[src/rtl/bcd_time_counter_if.sv]
// Control/status bundle for bcd_time_counter.
// Lap ports exist only when LAP_CAPTURE_EN is defined.
interface bcd_time_counter_if #(
  parameter int W = 16
);
  logic         i_enable;
  logic         i_up_down;
  logic         i_stop_at_limit;
  logic         i_clear;
  logic         i_load;
  logic [W-1:0] i_load_value;
  logic [W-1:0] o_count;
  logic         o_tick;
  logic         o_done;
`ifdef LAP_CAPTURE_EN
  logic         i_lap;
  logic [W-1:0] o_lap_count;
`endif

  modport master (
    output i_enable,
    output i_up_down,
    output i_stop_at_limit,
    output i_clear,
    output i_load,
    output i_load_value,
`ifdef LAP_CAPTURE_EN
    output i_lap,
    input  o_lap_count,
`endif
    input  o_count,
    input  o_tick,
    input  o_done
  );

  modport slave (
    input  i_enable,
    input  i_up_down,
    input  i_stop_at_limit,
    input  i_clear,
    input  i_load,
    input  i_load_value,
`ifdef LAP_CAPTURE_EN
    input  i_lap,
    output o_lap_count,
`endif
    output o_count,
    output o_tick,
    output o_done
  );
endinterface

[src/rtl/bcd_time_counter.sv]
// Multi-digit BCD time counter with prescaler, load/clear, stop-or-wrap.
// Optional LAP_CAPTURE_EN adds a lap snapshot register.
module bcd_time_counter #(
  parameter int                      NUM_DIGITS  = 4,
  parameter logic [4*NUM_DIGITS-1:0] DIGIT_BASES = 16'h6A6A,
  parameter int                      TICK_DIV    = 100_000_000
) (
  input  logic            i_clk,
  input  logic            i_rst,
  bcd_time_counter_if.slave bus
);
  localparam int W  = 4 * NUM_DIGITS;
  localparam int PW = (TICK_DIV > 1) ? $clog2(TICK_DIV) : 1;
  localparam logic [PW-1:0] PLAST = PW'(TICK_DIV - 1);

  logic [W-1:0]  r_count;
  logic [PW-1:0] r_presc;
  logic          r_tick;
  logic          r_done;

  logic [W-1:0]  w_clamp;
  logic [W-1:0]  w_up;
  logic [W-1:0]  w_dn;
  logic [W-1:0]  w_max;
  logic [W-1:0]  w_next;
  logic [W-1:0]  w_lim;
  logic          w_at_lim;
  logic          w_step_req;
  logic          w_do_step;

  // Full-width ripple: a digit moves when all lower digits sit at their edge.
  always_comb begin
    logic       cu;
    logic       cd;
    logic [3:0] b;
    logic [3:0] d;
    logic [3:0] lv;
    w_clamp = '0;
    w_up    = '0;
    w_dn    = '0;
    w_max   = '0;
    cu      = 1'b1;
    cd      = 1'b1;
    b       = '0;
    d       = '0;
    lv      = '0;
    for (int i = 0; i < NUM_DIGITS; i++) begin
      b  = DIGIT_BASES[4*i +: 4];
      d  = r_count[4*i +: 4];
      lv = bus.i_load_value[4*i +: 4];
      w_max[4*i +: 4]   = b - 4'd1;
      w_clamp[4*i +: 4] = (lv >= b) ? b - 4'd1 : lv;
      if (cu) begin
        w_up[4*i +: 4] = (d == b - 4'd1) ? 4'd0 : d + 4'd1;
        cu = (d == b - 4'd1);
      end else begin
        w_up[4*i +: 4] = d;
      end
      if (cd) begin
        w_dn[4*i +: 4] = (d == 4'd0) ? b - 4'd1 : d - 4'd1;
        cd = (d == 4'd0);
      end else begin
        w_dn[4*i +: 4] = d;
      end
    end
  end

  assign w_next     = bus.i_up_down ? w_up : w_dn;
  assign w_lim      = bus.i_up_down ? w_max : '0;
  assign w_at_lim   = (r_count == w_lim);
  assign w_step_req = bus.i_enable && (r_presc == PLAST);
  assign w_do_step  = w_step_req && !(w_at_lim && bus.i_stop_at_limit);

  always_ff @(posedge i_clk) begin
    if (i_rst) begin
      r_count <= '0;
      r_presc <= '0;
      r_tick  <= 1'b0;
      r_done  <= 1'b0;
    end else begin
      r_tick <= 1'b0;
      r_done <= 1'b0;
      if (bus.i_clear) begin
        r_count <= '0;
        r_presc <= '0;
      end else if (bus.i_load) begin
        r_count <= w_clamp;
        r_presc <= '0;
      end else begin
        if (bus.i_enable)
          r_presc <= w_step_req ? '0 : r_presc + PW'(1);
        if (w_do_step) begin
          r_count <= w_next;
          r_tick  <= 1'b1;
          r_done  <= (w_next == w_lim);
        end
      end
    end
  end

`ifdef LAP_CAPTURE_EN
  logic [W-1:0] r_lap_count;

  // Registered from r_count, so a same-cycle step yields the pre-step value.
  always_ff @(posedge i_clk) begin
    if (i_rst || bus.i_clear)
      r_lap_count <= '0;
    else if (bus.i_lap)
      r_lap_count <= r_count;
  end

  assign bus.o_lap_count = r_lap_count;
`endif

  assign bus.o_count = r_count;
  assign bus.o_tick  = r_tick;
  assign bus.o_done  = r_done;
endmodule

[src/flat_wrapper.sv]
// flat-port wrapper written by rule: the top's interface ports become plain ports
module bcd_time_counter_flat 
#(
  parameter int                      NUM_DIGITS  = 4,
  parameter logic [4*NUM_DIGITS-1:0] DIGIT_BASES = 16'h6A6A,
  parameter int                      TICK_DIV    = 100_000_000
)
  (i_clk, i_rst, bus_i_enable, bus_i_up_down, bus_i_stop_at_limit, bus_i_clear, bus_i_load, bus_i_load_value, bus_o_count, bus_o_tick, bus_o_done);
  bcd_time_counter_if #(.W(16)) bus_i ();
  input  logic i_clk;
  input  logic i_rst;
  input wire logic [$bits(bus_i.i_enable)-1:0] bus_i_enable;
  input wire logic [$bits(bus_i.i_up_down)-1:0] bus_i_up_down;
  input wire logic [$bits(bus_i.i_stop_at_limit)-1:0] bus_i_stop_at_limit;
  input wire logic [$bits(bus_i.i_clear)-1:0] bus_i_clear;
  input wire logic [$bits(bus_i.i_load)-1:0] bus_i_load;
  input wire logic [$bits(bus_i.i_load_value)-1:0] bus_i_load_value;
  output wire logic [$bits(bus_i.o_count)-1:0] bus_o_count;
  output wire logic [$bits(bus_i.o_tick)-1:0] bus_o_tick;
  output wire logic [$bits(bus_i.o_done)-1:0] bus_o_done;
  assign bus_i.i_enable = bus_i_enable;
  assign bus_i.i_up_down = bus_i_up_down;
  assign bus_i.i_stop_at_limit = bus_i_stop_at_limit;
  assign bus_i.i_clear = bus_i_clear;
  assign bus_i.i_load = bus_i_load;
  assign bus_i.i_load_value = bus_i_load_value;
  assign bus_o_count = bus_i.o_count;
  assign bus_o_tick = bus_i.o_tick;
  assign bus_o_done = bus_i.o_done;
  bcd_time_counter #(.NUM_DIGITS(NUM_DIGITS), .DIGIT_BASES(DIGIT_BASES), .TICK_DIV(TICK_DIV)) u_core (.i_clk(i_clk), .i_rst(i_rst), .bus(bus_i));
endmodule
[config.mk]
export PLATFORM = sky130hd
export DESIGN_NAME = bcd_time_counter_flat
export DESIGN_NICKNAME = d
export VERILOG_FILES = /design/src/rtl/bcd_time_counter_if.sv /design/src/rtl/bcd_time_counter.sv /design/src/flat_wrapper.sv
export SDC_FILE = /design/constraint.sdc
export NUM_CORES = 1
export LEC_CHECK = 0
export CAP_MARGIN = 20
export CORE_UTILIZATION = 55
export DETAILED_ROUTE_END_ITERATION = 6
export GPL_TIMING_DRIVEN = 0
export HOLD_SLACK_MARGIN = 0.02
export PLACE_DENSITY = 0.89
export SLEW_MARGIN = 10
export SYNTH_ARGS = -nofsm -noshare
export SYNTH_HDL_FRONTEND = slang
export SYNTH_SLANG_ARGS = --single-unit
export TNS_END_PERCENT = 50
[constraint.sdc]
create_clock -name i_clk -period 5.44 [get_ports i_clk]
set_input_delay 1.088 -clock i_clk [delete_from_list [all_inputs] [get_ports i_clk]]
set_output_delay 1.088 -clock i_clk [all_outputs]
set_load 0.05 [all_outputs]
==> results.toml <==
[job]
max_cap_viol_count = 0

[setup_path]
critPathKind = "in2reg"
crit_arrival_ns = 3.44
cp-start-kind = "input pin"
endpoint_kind = "flip-flop"
required_ns = 5.65
critPathMaxFanout = 10

[clock_tree]
numCtsBuffers = 5
ctsHtreeMaxLevel = 2
postCtsHoldBufs = 0
cts_resized = 0
clk_latency_ns = 0.31
cts_sinks = 45
tritoncts = "built"
cts_root_buf = "clkbuf_8"
path_clk_slew_ns = 0.09
post_cts_buffers = 0
clockBufferDepth = 2

[route]
via_per_inst = 6.29
initialDrtViolationCount = 511
drtPass1Iterations = 6
routed-wl-met3_um = 741
wl_per_cell_um = 16.9
m1WireLength_um = 3890
vias = 3266
routed_wl_um = 8790
top_layer = "met4"
drc_errors = 0
drtAntennaViolNets = 0
wl_met2_um = 3980

[sta]
final-hold-violation-count = 0
layout_setup_ws_ns = 2.20
timing.final.crit_share_pct = 59.5
timing.final.crit_period_ns = 3.24
worst_slew_pin_slew_ns = 0.816
final.setup.tns_ns = 0
slew_headroom_pct = 45.5
rsz0062_at_grt = "false"
setup_violations = 0
hold_ws_ns = 0.498
clock.fmax_ghz = 0.309
final.setup_skew_ns = 0.0120
report.final.slew_viol_count = 0

[grt]
overflow = 0
grt_start_max_net_pins = 15
grt_pass1_wl_um = 14200
antenna_found_initial = 0
grtUsageTotal_pct = 29.9
grt_pass1_vias = 2948

[synthesis]
synthTopCellsByArea = "dfxtp_1 29%, nor2_1 6.5%, xor2_1 6.3%"
yosysTopAreaCell = "dfxtp_1"
synth_commonest_cells = "53 x nor2_1, 45 x dfxtp_1, 37 x nand2_1"
yosysTopAreaCellShare_pct = 29.2
yosysWarningCount = 0
synth_edf_count = 0
ys_ff_latch = 45
synthCells = 404
seq_area_frac_synth_pct = 29.2
syn_nets = 428
avgSynthCellArea_sq_um = 7.62
ys_async_sr_fraction_pct = 0
syn-cell-area_sq_um = 3080
synth_cell_types = 68
ys.flop_type = "dfxtp_1"
yosysMostFrequentCell = "nor2_1"

[place]
place_congestion = 0.928
post-place-ws_ns = 2.01
place_inst = 511
io_buffers = 37
dp_hpwl_um = 6300

[cells_and_area]
fill_cells = 480
layout.cells.non_filler = 519
diodes = 0
drive_gt1_share_pct = 6.46
final_util_pct = 69.2
syn_to_final_growth_pct = 17.7
fin_nets = 472

[die]
dieArea_sq_um = 5900
fp.coreArea_sq_um = 5240
start_util_pct = 58.8
io_pins = 41
die_y_um = 76.8
die_x_um = 76.8
rows = 26

[pwr]
power.density_nw_per_um2 = 190
leakagePower_nw = 1.14
ir_drop_v = 0.000146

[status]
status = "finished, final reports clean"

[worst_hold_path]
min_path_type = "reg2reg"
## sequential cells by signal, indices dropped and copies added (netlist names)
name / count
u_core.r_presc: 27
u_core.bus.o_count: 16
u_core.bus.o_done: 1
u_core.bus.o_tick: 1
## layer usage
metal	track usage [%]	up-vias
li1	-	1559
met1	39.8	1516
met2	49.3	169
met3	5.12	22
met4	8.46	0
met5	0	-
## worst paths after layout
path	startpoint	end	slack (ns)	depth (start not counted)
max	i_rst	u_core.bus.o_done	2.20	6
min	u_core.r_presc[24]	u_core.r_presc[24]	0.50	2
max reg2reg	u_core.bus.o_count[2]	u_core.bus.o_count[13]	2.82	7
min reg2reg	u_core.r_presc[24]	u_core.r_presc[24]	0.50	2
## layout by cell type (no fill, tap or decap), drive strengths merged, types with 12 or more instances in the layout
master         synthesis  layout
xor2                  22      22
nand2                 37      37
nand3                 17      17
xnor2                 14      14
nor4                  12      12
nand4                 19      19
dfxtp                 45      45
nor3                  15      15
o21ai                 20      20
clkbuf                21      27
a21oi                 15      15
clkdlybuf4s50          0      37
nor2                  53      53
## through the flow
| step | power (mW) | instance area [sq um] |
|---|---|---|
| floorplan | 0.430 | 3080 |
| global placement | 0.471 | 3540 |
| detailed placement | 0.474 | 3540 |
| CTS | 0.683 | 3630 |
| global route | 0.708 | 3630 |
| finish | 0.689 | 3630 |
## power breakdown
group | total [mW] | internal (mW) | switching (mW)
Clock | 0.218 | 0.0908 | 0.127
Sequential | 0.337 | 0.333 | 0.00372
Combinational | 0.134 | 0.0507 | 0.0832
Total | 0.689 | 0.475 | 0.214
## kinds of logic (layout without fill, tap and decap cells)
| family | count (synthesis) | count (layout) | synth area share [%] |
|---|---|---|---|
| AND/OR/NAND/NOR | 198 | 198 | 35.3 |
| AO/OA/AOI/OAI | 80 | 80 | 17.7 |
| flip-flops | 45 | 45 | 29.2 |
| buffers and inverters | 38 | 83 | 5.12 |
| XOR/XNOR | 36 | 36 | 10.2 |
| multiplexers | 6 | 6 | 1.99 |
| adder cells (fa/ha/maj) | 1 | 1 | 0.406 |
## critical path: stages
cell and delay, ns:
clkdlybuf4s50_1 0.41, nor2_1 0.61, nand2_1 0.49, nor3_2 0.41, nand4_1 0.13, a211oi_1 0.29
## area by class of cell
cell class / instances / area [sq um] / area share (%)
timing repair buffer: 37 / 370 / 10.2
clock buffer: 6 / 72.6 / 2.00
buffer: 28 / 120 / 3.31
inverter: 10 / 37.5 / 1.04
tap: 70 / 87.6 / 2.42
sequential: 45 / 901 / 24.8
clock inverter: 2 / 15.0 / 0.414
multi-input combinational: 321 / 2020 / 55.8
No activity file was read; power rests on OpenSTA's default activity.
==> RTL edit (same settings) <==
`TICK_DIV` is set to 100_000_000 in 2 places; all go to 25_000_000.
--- a/src/rtl/bcd_time_counter.sv
+++ b/src/rtl/bcd_time_counter.sv
@@ -3,7 +3,7 @@
 module bcd_time_counter #(
   parameter int                      NUM_DIGITS  = 4,
   parameter logic [4*NUM_DIGITS-1:0] DIGIT_BASES = 16'h6A6A,
-  parameter int                      TICK_DIV    = 100_000_000
+  parameter int                      TICK_DIV    = 25_000_000
 ) (
   input  logic            i_clk,
   input  logic            i_rst,
--- a/src/flat_wrapper.sv
+++ b/src/flat_wrapper.sv
@@ -3,7 +3,7 @@
 #(
   parameter int                      NUM_DIGITS  = 4,
   parameter logic [4*NUM_DIGITS-1:0] DIGIT_BASES = 16'h6A6A,
-  parameter int                      TICK_DIV    = 100_000_000
+  parameter int                      TICK_DIV    = 25_000_000
 )
   (i_clk, i_rst, bus_i_enable, bus_i_up_down, bus_i_stop_at_limit, bus_i_clear, bus_i_load, bus_i_load_value, bus_o_count, bus_o_tick, bus_o_done);
   bcd_time_counter_if #(.W(16)) bus_i ();
Behaviour: same outputs for any inputs over 10 cycles, from zero or initial values; that may be too few to reach the edited logic, so the function may still have changed.
==> RTL edit against the original RTL <==
- setup slack got worse by 0.18 ns
- routed wire length is 3.3% lower
- clock skew decreased by 0.0021 ns
- synthesized area decreased by 3.0%
- via count fell by 2.3%
- total power up 10%
- sequential cell count fell by 2
- cell area shrank 0.45%
- largest cell class unchanged
==> RTL edit: results (changes against the original RTL) <==
- PortBufs: 40 (+8.1%)
- Hold Slack: 0.495 ns (-0.00297 ns)
- Pleak: 1.19 nW (+3.9%)
- Post-CTS sizing: 0 (unchanged)
- Max reg flops: 25 (-7.4%)
- Critical R2R Capture: u_core.bus.o_done
- Critical Path Max Stage Delay: 0.48 ns (-0.13 ns)
- Dpl cell area: 0.00348 mm^2 (-1.7%)
- XOR/XNOR share of the synthesized area: 9.08% (-1.2 points)
- Delay-heaviest family, CP: buffers and inverters
- Vias in the first global route: 2872 (-2.6%)
- Worst clock skew: 0.00992 ns (-0.00209 ns)
- Hold path startpoint: u_core.r_presc[1]
- Cell count of the worst reg-to-reg path: 7 (unchanged)
- Filler cell count: 413 (-14%)
- Dpl ws: 1.85 ns (-0.161 ns)
- DP Cell Count: 505 (-1.2%)
- Critical Path Most Common Cell: buf_2
- H-Tree Depth: 2 (unchanged)
- Worst r2r src: u_core.bus.o_count[9]
- Critical path fanouts, max: 10 (unchanged)
- First-pass GRT wire length: 13300 um (-6.1%)
- Post-Syn Nets: 419 (-2.1%)
- Crit-path slowest cell: clkdlybuf4s50_1
- DR iter-0 viols: 216 (-58%)
- Flop-to-flop setup slack: 2.95 ns (+0.13 ns)
- GRT Total Usage: 30.7% (+0.83 points)
- Adder-Cell Fraction of Synth Area: 0.419% (+0.012 points)
- Synth cell count leaders: 57 x nor2_1, 43 x dfxtp_1, 38 x nand2_1, 20 x a21oi_1, 20 x nand3_1
- Slew HR: 47.6% (+2.1 points)
- Root Driver: clkbuf_8
- Largest net degree at the start of global routing: 14 (-1)
- Async SR Flop Fraction: 0% (unchanged)
- Drt wl/cell: 16.6 um (-2.2%)
- Yosys warnings: 0 (unchanged)
- Routed WL: 8490 um (-3.3%)
- Ranking of synthesized cells by area: dfxtp_1 29%, nor2_1 7.2%, xor2_1 5.3%
- Peak supply drop: 111 uV (-24%)
- Arrival time at the worst endpoint: 3.65 ns (+0.21 ns)
- Clock buffer count from CTS: 5 (unchanged)
- Number of diodes: 0 (unchanged)
- Hold Path End: u_core.r_presc[1]
- Yosys cell types: 65 (-4.4%)
- Final net count: 466 (-1.3%)
- Synth top area share: 28.8% (-0.45 points)
- Status: finished clean
- Initial DRT Pass Iterations: 7 (+1)
- Layout cells sized above 1: 8.13% (+1.7 points)
- RePlAce Congestion: 0.964 (+3.9%)
- Dpl hpwl: 6230 um (-1.2%)
- Multiplexer share of the synthesized area: 2.72% (+0.73 points)
- Cells after Synth: 395 (-2.2%)
- CTS Buffer Depth: 2 (unchanged)
- Vias/cell: 6.22 (-1.1%)
- Compound-Gate Fraction of Synth Area: 16.0% (-1.7 points)
- Register area share after synthesis: 28.8% (-0.45 points)
==> RTL edit: cell count changes in the layout (fill, tap and decap cells not counted), moves of 5 or more <==
cell	change
o21ai_0	-10
clkbuf_1	-9
buf_2	+8
nand2b_1	+6
nand4_1	-6
a21oi_1	+5
==> RTL edit: how the worst max path moves through the flow <==
stage               slack [ns]                     end          start  cells past startpoint
finish                    2.02   u_core.bus.o_count[1]  bus_i_up_down                     11
CTS                       2.12   u_core.bus.o_count[2]  bus_i_up_down                      9
detailed placement        1.85   u_core.bus.o_count[2]  bus_i_up_down                      9
global route              1.89   u_core.bus.o_count[2]  bus_i_up_down                      9
global placement          1.84   u_core.bus.o_count[2]  bus_i_up_down                      9
floorplan                 2.73  u_core.bus.o_count[11]  bus_i_up_down                      8
==> RTL edit: metal layers <==
layer / up-vias / share of wire, % / wire length, um / global-route usage, %
met1: 1473 / 42 / 3560 / 38.3
met4: 0 / 3.9 / 327 / 15.8
met2: 159 / 47 / 3970 / 51.0
met3: 30 / 7.5 / 636 / 5.16
met5: - / 0 / 0 / 0
li1: 1530 / - / - / -
==> RTL edit: area by class of cell <==
class / count / area, um^2 / area share, %
Buffer: 28 / 134 / 3.71
Clock buffer: 6 / 72.6 / 2.01
Sequential cell: 43 / 861 / 23.8
Timing Repair Buffer: 40 / 400 / 11.1
Clock inverter: 2 / 60.1 / 1.66
Tap cell: 70 / 87.6 / 2.43
Multi-Input combinational cell: 317 / 1970 / 54.5
Inverter: 7 / 26.3 / 0.728
==> RTL edit: report_power, final <==
part           internal, W  switching [W]  leakage (nW)
Clock             0.000184       0.000115        0.0654
Sequential        0.000319     0.00000461         0.348
Combinational    0.0000560      0.0000822         0.775
Total             0.000558       0.000202          1.19
